## src/rtl/coin_acceptor.sv

```systemverilog
// Coin-sensor front end: synchronise and debounce the sensor lines, classify each
// insertion, buffer accepted coins and release them as spaced single-cycle strobes.
`timescale 1ns/1ps
module coin_acceptor #(
  parameter int DEBOUNCE = 4,
  parameter int GAP      = 3,
  parameter int DEPTH    = 4
) (
  input  logic       clk,
  input  logic       reset,
  input  logic [3:0] coin_sense,
  input  logic       cancel,
  output logic [7:0] coin,
  output logic       inputCoin,
  output logic       coin_reject,
  output logic [2:0] fifo_count
);

  localparam int PW = $clog2(DEPTH);
  localparam logic [3:0]    DEB_MAX  = 4'(DEBOUNCE);
  localparam logic [3:0]    GAP_LAST = 4'(GAP - 1);
  localparam logic [2:0]    FULL     = 3'(DEPTH);
  localparam logic [PW-1:0] LAST_PTR = PW'(DEPTH - 1);

  typedef enum logic [1:0] {S_IDLE, S_EMIT, S_GAP} state_t;

  logic [3:0]    r_sync1, r_s, r_acc, r_cnt;
  logic [3:0]    w_cnt_nxt;
  logic          w_load, w_event, w_onehot, w_push, w_pop, w_reject;
  logic [7:0]    w_value, w_head;
  logic [7:0]    r_mem [DEPTH];
  logic [PW-1:0] r_wr, r_rd, w_wr_nxt, w_rd_nxt;
  logic [2:0]    r_count;
  state_t        r_state, w_state_nxt;
  logic [3:0]    r_gap, w_gap_nxt;
  logic [7:0]    r_coin;
  logic          r_reject;

  // r_cnt is the number of consecutive identical samples of r_s, saturating.
  always_comb begin
    w_cnt_nxt = r_cnt;
    if (r_sync1 != r_s)      w_cnt_nxt = 4'd1;
    else if (r_cnt != DEB_MAX) w_cnt_nxt = r_cnt + 4'd1;
  end

  assign w_load   = (r_cnt == DEB_MAX) && (r_s != r_acc);
  assign w_event  = w_load && (r_acc == 4'd0) && (r_s != 4'd0);
  assign w_onehot = (r_s != 4'd0) && ((r_s & (r_s - 4'd1)) == 4'd0);

  always_comb begin
    w_value = 8'd0;
    case (r_s)
      4'b0001: w_value = 8'd1;
      4'b0010: w_value = 8'd5;
      4'b0100: w_value = 8'd10;
      4'b1000: w_value = 8'd50;
      default: w_value = 8'd0;
    endcase
  end

  // A pop in the same cycle frees the slot, so a full FIFO can still accept.
  assign w_push   = w_event && !cancel && w_onehot && ((r_count != FULL) || w_pop);
  assign w_reject = w_event && !w_push;
  assign w_wr_nxt = (r_wr == LAST_PTR) ? '0 : r_wr + 1'b1;
  assign w_rd_nxt = (r_rd == LAST_PTR) ? '0 : r_rd + 1'b1;
  assign w_head   = r_mem[r_rd];

  always_ff @(posedge clk or posedge reset) begin
    if (reset) begin
      r_sync1 <= '0;
      r_s     <= '0;
      r_acc   <= '0;
      r_cnt   <= '0;
    end else begin
      r_sync1 <= coin_sense;
      r_s     <= r_sync1;
      r_cnt   <= w_cnt_nxt;
      if (w_load) r_acc <= r_s;
    end
  end

  always_ff @(posedge clk or posedge reset) begin
    if (reset) begin
      r_wr    <= '0;
      r_rd    <= '0;
      r_count <= '0;
      for (int i = 0; i < DEPTH; i++) r_mem[i] <= '0;
    end else if (cancel) begin
      r_wr    <= '0;
      r_rd    <= '0;
      r_count <= '0;
    end else begin
      if (w_push) begin
        r_mem[r_wr] <= w_value;
        r_wr        <= w_wr_nxt;
      end
      if (w_pop) r_rd <= w_rd_nxt;
      if (w_push && !w_pop)      r_count <= r_count + 3'd1;
      else if (w_pop && !w_push) r_count <= r_count - 3'd1;
    end
  end

  // Strobe contract: inputCoin is high for exactly one cycle and coin is valid
  // in that cycle; there is no back-pressure, the GAP spacing is the only pacing.
  always_comb begin
    w_state_nxt = r_state;
    w_gap_nxt   = r_gap;
    w_pop       = 1'b0;
    case (r_state)
      S_IDLE: begin
        if ((r_count != 3'd0) && !cancel) begin
          w_state_nxt = S_EMIT;
          w_pop       = 1'b1;
        end
      end
      S_EMIT: begin
        w_state_nxt = S_GAP;
        w_gap_nxt   = 4'd0;
      end
      S_GAP: begin
        if (r_gap == GAP_LAST) begin
          if ((r_count != 3'd0) && !cancel) begin
            w_state_nxt = S_EMIT;
            w_pop       = 1'b1;
          end else begin
            w_state_nxt = S_IDLE;
          end
        end else begin
          w_gap_nxt = r_gap + 4'd1;
        end
      end
      default: w_state_nxt = S_IDLE;
    endcase
  end

  always_ff @(posedge clk or posedge reset) begin
    if (reset) begin
      r_state  <= S_IDLE;
      r_gap    <= '0;
      r_coin   <= '0;
      r_reject <= 1'b0;
    end else begin
      r_state  <= w_state_nxt;
      r_gap    <= w_gap_nxt;
      r_reject <= w_reject;
      if (w_pop) r_coin <= w_head;
    end
  end

  assign coin        = r_coin;
  assign inputCoin   = (r_state == S_EMIT);
  assign coin_reject = r_reject;
  assign fifo_count  = r_count;

endmodule

```

## config.mk

```make
export PLATFORM = sky130hd
export DESIGN_NAME = coin_acceptor
export DESIGN_NICKNAME = d
export VERILOG_FILES = /design/src/rtl/coin_acceptor.sv
export SDC_FILE = /design/constraint.sdc
export NUM_CORES = 1
export LEC_CHECK = 0
export CAP_MARGIN = 5
export CORE_MARGIN = 2
export CORE_UTILIZATION = 33
export DETAILED_ROUTE_END_ITERATION = 12
export HOLD_SLACK_MARGIN = 0.1
export SLEW_MARGIN = 5
export SYNTH_ARGS = -nofsm -noshare
export SYNTH_HDL_FRONTEND = slang
export SYNTH_SLANG_ARGS = --single-unit
```

## constraint.sdc

```tcl
create_clock -name clk -period 7.5 [get_ports clk]
set_input_delay 0.75 -clock clk [delete_from_list [all_inputs] [get_ports clk]]
set_output_delay 0.75 -clock clk [all_outputs]
set_load 0.05 [all_outputs]
```

# ---- Word level (Yosys, flattened, before mapping)
# Cells that the tools add are included.
# W data, S select, Z words.
dict set report word_totals {
  ff_bits 70
  latch_bits 0
  ramBits 0
  mem_bits_ro 0
  input_bits 7
  output_inout_bits 13
  word_cells 102
  n_memories 0
}
dict set report classes {
  n_addsub 7
  multipliers 0
  n_div 0
  order_cmp 3
  n_eq_ne 17
  shift 0
  muxes 27
  bitwise_logic 4
  n_reduce_logical 29
}
# op n
set op_table {}
lappend op_table {{$bwmux W32} 1}
lappend op_table {{$mux W8} 3}
lappend op_table {{$pmux W6 S4} 1}
lappend op_table {{$bmux W8 S2} 1}
lappend op_table {{$demux W8 S2} 1}
lappend op_table {{$mux W2} 8}
lappend op_table {{$logic_and A1 B1 Y1} 12}
lappend op_table {{$mux W4} 3}
lappend op_table {{$mux W3} 3}
lappend op_table {{$add A4 B1 Y4 const B} 2}
lappend op_table {{$eq A4 B2 Y1 const B} 2}
lappend op_table {{$eq A4 B3 Y1 const B} 2}
lappend op_table {{$logic_not A4 Y1} 2}
lappend op_table {{$ne A4 B4 Y1} 2}
lappend op_table {{$pmux W4 S2} 1}
lappend op_table {{$reduce_bool A2 Y1} 4}
lappend op_table {{$eq A2 B2 Y1 const B} 3}
lappend op_table {{$ge A3 B3 Y1 const B} 2}
lappend op_table {{$ne A2 B2 Y1 const B} 3}
lappend op_table {{$not A2 Y3} 2}
lappend op_table {{$pmux W2 S3} 1}
lappend op_table {{$reduce_and A2 Y1} 3}
lappend op_table {{$reduce_bool A3 Y1} 2}
lappend op_table {{$add A2 B1 Y2 const B} 2}
lappend op_table {{17 further kinds} 21}

# ---- Longest topological paths before layout
# Gate-level depths: netlist of the first run.
dict set report depth {
  ltp_word 12
  ltp_mapped 12
  mapped_depth_nobuf 11
}

# ---- Worst setup path after synthesis of the first run
# OpenSTA, ideal clock, no wires.
dict set report synth_path {
  path_type {register to register}
  from {register r_gap[0]}
  to {register r_count[2] (netlist: fifo_count[2])}
  setup_time_ns 0.082
  arrival_ns 2.511
  required_time_ns 7.418
  setup_slack_ns 4.907
  path_stages_with_launch 12
  synth_period_minus_slack_ns 2.593
  cell_sequence {dfrtp_1 > inv_1 > ha_1 > or4b_1 > a211oi_2 > buf_2 > nor3b_1 > fa_1 > inv_1 > nand4_1 > a2bb2oi_1 > mux2i_1}
}
dict set report synth_between {
  elab_chain_cells 8
}
# element line
set synth_rtl {}
lappend synth_rtl {{start: declaration} 35} ;# logic [3:0] r_gap, w_gap_nxt;
lappend synth_rtl {{start signal: assignment} 144} ;# r_gap <= w_gap_nxt;
lappend synth_rtl {{$eq A4 B2 Y1 *} 121} ;# if (r_gap == GAP_LAST) begin
lappend synth_rtl {{$mux W1 *} 121}
lappend synth_rtl {{$pmux W1 S2 *} 109} ;# case (r_state)
lappend synth_rtl {{$logic_or A1 B1 Y1} 62} ;# assign w_push = w_event && !cancel && w_onehot && ((r_count != FULL) || w_pop);
lappend synth_rtl {{$logic_and A1 B1 Y1} 62}
lappend synth_rtl {{$logic_and A1 B1 Y1 or $logic_not A1 Y1 (tied branches)} {98, 99}}
lappend synth_rtl {{$mux W3 or $logic_and A1 B1 Y1 (tied branches)} {98, 99}}
lappend synth_rtl {{$mux W3 or $reduce_bool A3 Y1 (tied branches)} n/a}
lappend synth_rtl {{end signal: assignment} 98} ;# if (w_push && !w_pop) r_count <= r_count + 3'd1;
lappend synth_rtl {{end signal: assignment} 99} ;# else if (w_pop && !w_push) r_count <= r_count - 3'd1;
lappend synth_rtl {{end: declaration} 33} ;# logic [2:0] r_count;
# Mark *: on every way between the ends. The rest lies on a longest branch, timed or not.
# A chain may end at the register's enable or synchronous reset.

# ---- Worst setup path after layout of the first run
# Ends and elaborated chain as after synthesis.

==> results of run 1 <==
## power by group through the flow
| stage | registers [mW] | logic (mW) | clock network [mW] |
|---|---|---|---|
| global placement | 0.367 | 0.196 | 0 |
| detailed placement | 0.368 | 0.203 | 0 |
| floorplan | 0.374 | 0.146 | 0 |
| finish | 0.362 | 0.202 | 0.225 |
| global route | 0.368 | 0.225 | 0.248 |
| CTS | 0.362 | 0.204 | 0.234 |
## worst min path at each step
| stage | from | to | slack (ns) |
|---|---|---|---|
| after global routing | r_sync1[2]$_DFF_PP0_ | r_s[2]$_DFF_PP0_ | 0.43 |
| final | r_sync1[2]$_DFF_PP0_ | r_s[2]$_DFF_PP0_ | 0.40 |
| after detailed placement | r_sync1[2]$_DFF_PP0_ | r_s[2]$_DFF_PP0_ | 0.38 |
| after CTS | r_sync1[2]$_DFF_PP0_ | r_s[2]$_DFF_PP0_ | 0.41 |
| after floorplan | r_sync1[0]$_DFF_PP0_ | r_s[0]$_DFF_PP0_ | 0.37 |
| after global placement | r_sync1[2]$_DFF_PP0_ | r_s[2]$_DFF_PP0_ | 0.38 |
## Yosys cell counts
master and instances:
inv_1 13, ha_1 9, fa_1 1, a211o_1 2
nand3_1 2, buf_1 1, o22ai_1 2, nor3_1 6
nor4_1 3, nor3_4 1, nand3b_1 1, nand2b_1 1
a41oi_1 1, dfrtp_1 55, mux4_2 5, nand2_1 26
nand3_4 1, or3_1 1, mux2i_1 6, xnor2_2 1
and2_1 2, nand4_2 5, buf_2 1, clkinv_1 1
o2bb2ai_1 1, a21boi_0 1, mux2_2 9, or4b_1 1
or4b_2 3, conb_1 1, nor3b_1 2, nand4_1 2
clkbuf_1 8, a2bb2oi_1 1, a211oi_2 1, nor2_1 9
or4_4 1, o211ai_1 2, xnor2_1 6, buf_4 3
o21ai_0 25, or2_2 2, a21oi_1 7, a21oi_2 2
## per-stage QoR
step	hold slack [ns]	util [%]	worst slack, ns
floorplan	0.373	-	4.91
global placement	0.382	37.3	4.22
detailed placement	0.383	37.3	4.13
CTS	0.405	39.0	4.39
global route	0.426	39.0	4.13
finish	0.399	39.0	4.40
## final cells by class
| class | count | area, um^2 | area share [%] |
|---|---|---|---|
| Inverter | 14 | 52.6 | 1.73 |
| Tap cell | 102 | 128 | 4.21 |
| Clock inverter | 2 | 60.1 | 1.98 |
| Timing Repair Buffer | 18 | 178 | 5.87 |
| Sequential cell | 55 | 1380 | 45.4 |
| Clock buffer | 6 | 72.6 | 2.40 |
| Multi-Input combinational cell | 153 | 1160 | 38.4 |
## layer usage
layer  track usage, %  vias up  wire (um)
met5                0        -          0
met4             3.99        0         34
met3             2.90        2        152
met2             18.9       23       2200
met1             16.7      832       2380
li1                 -      835          -
## kinds of logic (layout without fill, tap and decap cells)
family	Yosys count	in the layout	share of synthesized area [%]
other	1	2	0.142
xor gates and xnor gates	7	7	2.60
AOI/OAI and AO/OA	45	45	10.2
adders and majority gates	10	10	5.01
muxes	20	20	10.3
buffers and inverters	27	40	4.30
DFF	55	55	52.0
and+or+nand+nor	69	69	15.5
## flip-flops by register name, indices dropped and copies added, names as in the netlist
register / count
coin_reject: 1
r_s: 4
fifo_count: 3
r_rd: 2
r_wr: 2
coin: 5
r_acc: 4
r_mem: 20
r_cnt: 4
r_sync1: 4
r_state: 2
r_gap: 4
## cell usage in the layout (no fill, tap or decap), drive strengths merged, types with 2 or more instances in the layout
cell / count
and2: 2
ha: 9
a211o: 2
xnor2: 7
mux2i: 6
nor3: 7
bufinv: 2
a21oi: 9
dfrtp: 55
or4b: 4
o22ai: 2
o21ai: 25
nor4: 3
clkbuf: 6
nor2: 9
nand3: 3
nand4: 7
conb: 2
or2: 2
nand2: 26
clkdlybuf4s50: 17
nor3b: 2
inv: 13
mux2: 9
mux4: 5
o211ai: 2
## critical path: cells and delay by family, from the launching register on
family | cells | cell delay (ns)
multiplexers | 1 | 0.12
buffers and inverters | 2 | 0.19
AND/OR/NAND/NOR | 3 | 0.72
AO/OA/AOI/OAI | 2 | 0.98
flip-flops | 1 | 0.42
adder cells (fa/ha/maj) | 2 | 0.60
==> results.sh, run 1 <==
export IMPL_viasPerCell=4.83
export IMPL_dp_cells=342
export IMPL_synth_top_area_share_pct=52.0
export IMPL_die_w_um=93.6
export IMPL_synth_area_leaders="dfrtp_1, o21ai_0, ha_1, mux4_2, mux2_2"
export IMPL_clk_latency_ns=0.30
export IMPL_arrival_ns=3.33
export IMPL_fin_skew_ns=0.00560
export IMPL_startpoint_type="register"
export IMPL_crit_end="fifo_count[2]$_DFFE_PP0P_"
export IMPL_syn_to_final_growth_pct=14.4
export IMPL_p_total_uw=788
export IMPL_finalNetCount=264
export IMPL_endpoint_kind="register"
export IMPL_power_internal_uw=537
export IMPL_antenna_found_initial=0
export IMPL_critPathMaxFanout=12
export IMPL_final_setup_viol_count=0
export IMPL_power_frac_seq_pct=45.9
export IMPL_avgSynthCellArea_um2=11.3
export IMPL_io_pins=20
export IMPL_drt_iter0_drc=59
export IMPL_portBuffers=17
export IMPL_drtAntennaViolNets=0
export IMPL_fillCellCount=795
export IMPL_path_clk_slew_ns=0.10
export IMPL_drive_above_1_share_pct=16.1
export IMPL_r2r_start="r_gap[0]$_DFFE_PP0P_"
export IMPL_routed_wl_um=4770
export IMPL_cp_required_ns=7.73
export IMPL_reg2reg_setup_slack_ns=4.40
export IMPL_fin_tns_setup_ns=0
export IMPL_place_area_um2=2900
export IMPL_dieHeight_um=93.6
export IMPL_cts_tree="built"
export IMPL_power_share_clock_pct=28.6
export IMPL_peakVddDrop_mv=0.104
export IMPL_clk_path_buf_depth=2
export IMPL_fp_row_count=32
export IMPL_ys_seq_elements=55
export IMPL_syn_area_um2=2650
export IMPL_grt_pass1_vias=1745
export IMPL_grt_total_usage_pct=12.1
export IMPL_max_slew_worst_pin_slew_ns=0.969
export IMPL_min_period_over_period_pct=41.3
export IMPL_cts_setup_buffers=0
export IMPL_routedWlPerCell_um=13.6
export IMPL_critPathMaxStageDelay_ns=0.82
export IMPL_combinationalPowerShare_pct=25.6
export IMPL_worstReg2RegEnd="fifo_count[2]$_DFFE_PP0P_"
export IMPL_yosys_area_top_type="dfrtp_1"
export IMPL_firstDrtPassIters=4
export IMPL_dp_hpwl_um=3290
export IMPL_status="completed"
export IMPL_min_path_type="register to register"
export IMPL_rsz0062_at_grt="false"
export IMPL_ys_seq_area_share_pct=52.0
export IMPL_finalInstanceArea_um2=3030
export IMPL_tritoncts_num_buffers=5
export IMPL_grt_ovfl_total=0
export IMPL_hold_depth=0
export IMPL_switching_share_pct=31.9
export IMPL_gp_congestion=0.788
export IMPL_grt_pass1_wl_um=8320
export IMPL_core_area_um2=7770
export IMPL_fin_cells=350
export IMPL_max_cap_viol_count=0
export IMPL_ff2ff_path_depth=10
export IMPL_cpMaxStageDelayCell="a211oi_2"
export IMPL_hold_viol=0
export IMPL_crit_chain="inv_1 -> ha_1 -> or4b_1 -> a211oi_2 -> nor3b_1 -> fa_1 -> inv_1 -> nand4_1 -> a2bb2oi_1 -> mux2i_1"
export IMPL_diodes=0
export IMPL_fmax_mhz=323
export IMPL_via_count=1692
export IMPL_drv_slew=0
export IMPL_power_leakage_nw=1.33
export IMPL_postSynthCellCount=234
export IMPL_critPathLaunch="r_gap[0]$_DFFE_PP0P_"
export IMPL_start_util_pct=34.1
export IMPL_net_switching_power_uw=251
export IMPL_post_cts_resized=0
export IMPL_cpMostUsedCell="inv_1"
export IMPL_drc=0
export IMPL_power_density_nw_per_um2=260
export IMPL_grt_start_max_net_pins=56
export IMPL_yosys_warnings=0
export IMPL_max_slew_margin_pct=35.3
export IMPL_crit_type="register to register"
export IMPL_die_area_um2=8760
export IMPL_clock_sinks=55
export IMPL_htree_levels=2
export IMPL_hold_buffers=0
export IMPL_synth_cell_type_count=44
export IMPL_period_needed_ns=3.10
export IMPL_clockRootBuffer="clkbuf_8"
Power figures use the tool's default switching activity.
==> inputs of run 2 (changes only) <==
clock period = 2.9 ns   (was 7.5 ns; I/O delays follow)
==> results.sh, run 2 (same netlist as run 1, synthesis figures left out) <==
export IMPL_cp_required_ns=3.10
export IMPL_grt_total_usage_pct=11.9
export IMPL_fin_tns_setup_ns=0
export IMPL_dieHeight_um=93.6
export IMPL_crit_type="register to register"
export IMPL_max_slew_margin_pct=58.2
export IMPL_portBuffers=17
export IMPL_syn_to_final_growth_pct=14.1
export IMPL_clockRootBuffer="clkbuf_8"
export IMPL_final_common_cell="dfrtp_1"
export IMPL_cts_tree="built"
export IMPL_tritoncts_num_buffers=5
export IMPL_firstDrtPassIters=4
export IMPL_r2r_start="r_gap[0]$_DFFE_PP0P_"
export IMPL_endpoint_kind="register"
export IMPL_core_area_um2=7770
export IMPL_min_period_over_period_pct=86.9
export IMPL_dp_hpwl_um=3270
export IMPL_reg2reg_setup_slack_ns=0.38
export IMPL_top_register="r_mem"
export IMPL_min_path_type="primary input to asynchronous set/reset pin"
export IMPL_drt_iter0_drc=58
export IMPL_htree_levels=2
export IMPL_fin_skew_ns=0.00931
export IMPL_drtAntennaViolNets=0
export IMPL_post_cts_resized=0
export IMPL_final_setup_viol_count=0
export IMPL_p_total_mw=1.90
export IMPL_final_cell_mix="dfrtp_1, nand2_1, o21ai_0"
export IMPL_die_area_um2=8760
export IMPL_io_pins=20
export IMPL_peakVddDrop_mv=0.220
export IMPL_rsz0062_at_grt="false"
export IMPL_max_cap_viol_count=0
export IMPL_drc=0
export IMPL_grt_pass1_vias=1606
export IMPL_path_clk_slew_ns=0.10
export IMPL_routed_wl_um=4640
export IMPL_drv_slew=0
export IMPL_clock_sinks=55
export IMPL_critPathMaxFanout=9
export IMPL_grt_start_max_net_pins=30
export IMPL_routedWlPerCell_um=13.1
export IMPL_hold_viol=0
export IMPL_antenna_found_initial=0
export IMPL_period_needed_ns=2.52
export IMPL_diodes=0
export IMPL_ff2ff_path_depth=10
export IMPL_finalNetCount=268
export IMPL_grt_pass1_wl_um=8050
export IMPL_die_w_um=93.6
export IMPL_clk_path_buf_depth=2
export IMPL_setup_ws_ns=0.381
export IMPL_drive_above_1_share_pct=17.5
export IMPL_gp_congestion=0.754
export IMPL_critPathLaunch="r_gap[0]$_DFFE_PP0P_"
export IMPL_largest_reg_flops=20
export IMPL_power_density_nw_per_um2=630
export IMPL_cts_setup_buffers=0
export IMPL_clk_latency_ns=0.31
export IMPL_crit_end="fifo_count[2]$_DFFE_PP0P_"
export IMPL_worstReg2RegEnd="fifo_count[2]$_DFFE_PP0P_"
export IMPL_grt_ovfl_total=0
export IMPL_viasPerCell=4.84
export IMPL_fp_row_count=32
export IMPL_max_slew_worst_pin_slew_ns=0.626
export IMPL_via_count=1715
export IMPL_arrival_ns=2.71
export IMPL_power_leakage_nw=1.33
export IMPL_startpoint_type="register"
export IMPL_dp_slack_ns=0.421
export IMPL_fmax_mhz=397
export IMPL_start_util_pct=34.1
export IMPL_hold_buffers=0
export IMPL_status="completed"
## run 2: cell count changes in the layout (fill, tap and decap cells not counted), sizes merged
cell | previous run | this run
buf | 1 | 5
bufinv | 2 | 0
clkbuf | 6 | 7
clkinv | 1 | 2
## run 2: cell type report
cell class	instances	area, um^2
clock buffer	7	86.3
timing repair buffer	22	208
clock inverter	1	8.76
multi-input combinational	153	1160
fill	768	4750
tap	102	128
inverter	14	52.6
sequential	55	1380
## run 2: stage by stage
step	cells	utilization, %	hold WS, ns	cell area [um^2]
2_1_floorplan	235	-	0.321	2650
3_3_place_gp	346	37.7	0.380	2930
3_5_place_dp	346	37.7	0.381	2930
4_1_cts	354	38.9	0.387	3020
5_1_grt	354	38.9	0.378	3020
6_report	354	38.9	0.371	3020
## run 2: worst max-delay path, cell delays in order (launching register included)
cell       delay [ns]
dfrtp_1          0.43
inv_1            0.09
ha_1             0.15
or4b_1           0.50
nand4_2          0.27
nor3b_1          0.28
fa_1             0.26
inv_1            0.06
o21ai_0          0.17
o2bb2ai_1        0.13
mux2i_1          0.08
## run 2: power breakdown
part           internal (mW)  switching, mW  total, mW
clock                  0.196          0.250      0.446
sequential             0.832          0.104      0.936
combinational          0.220          0.301      0.522
## run 2: how the worst min path moves through the flow
stage,slack [ns],from,to,cells after the start
global placement,0.38,r_sync1[3]$_DFF_PP0_,r_s[3]$_DFF_PP0_,0
detailed placement,0.38,r_sync1[3]$_DFF_PP0_,r_s[3]$_DFF_PP0_,0
floorplan,0.32,coin_sense[0],r_sync1[0]$_DFF_PP0_,0
global route,0.38,coin_sense[1],r_sync1[1]$_DFF_PP0_,1
CTS,0.39,reset,coin[5]$_DFFE_PP0P_,2
finish,0.37,reset,coin[5]$_DFFE_PP0P_,2
## run 2: routing by layer
| layer | share of wire [%] | global-route usage [%] | vias to the layer above | routed length, um |
|---|---|---|---|---|
| li1 | - | - | 854 | - |
| met1 | 49 | 16.7 | 826 | 2270 |
| met2 | 45 | 17.7 | 29 | 2100 |
| met3 | 4.5 | 3.71 | 6 | 210 |
| met4 | 1.3 | 3.62 | 0 | 61 |
| met5 | 0 | 0 | - | 0 |
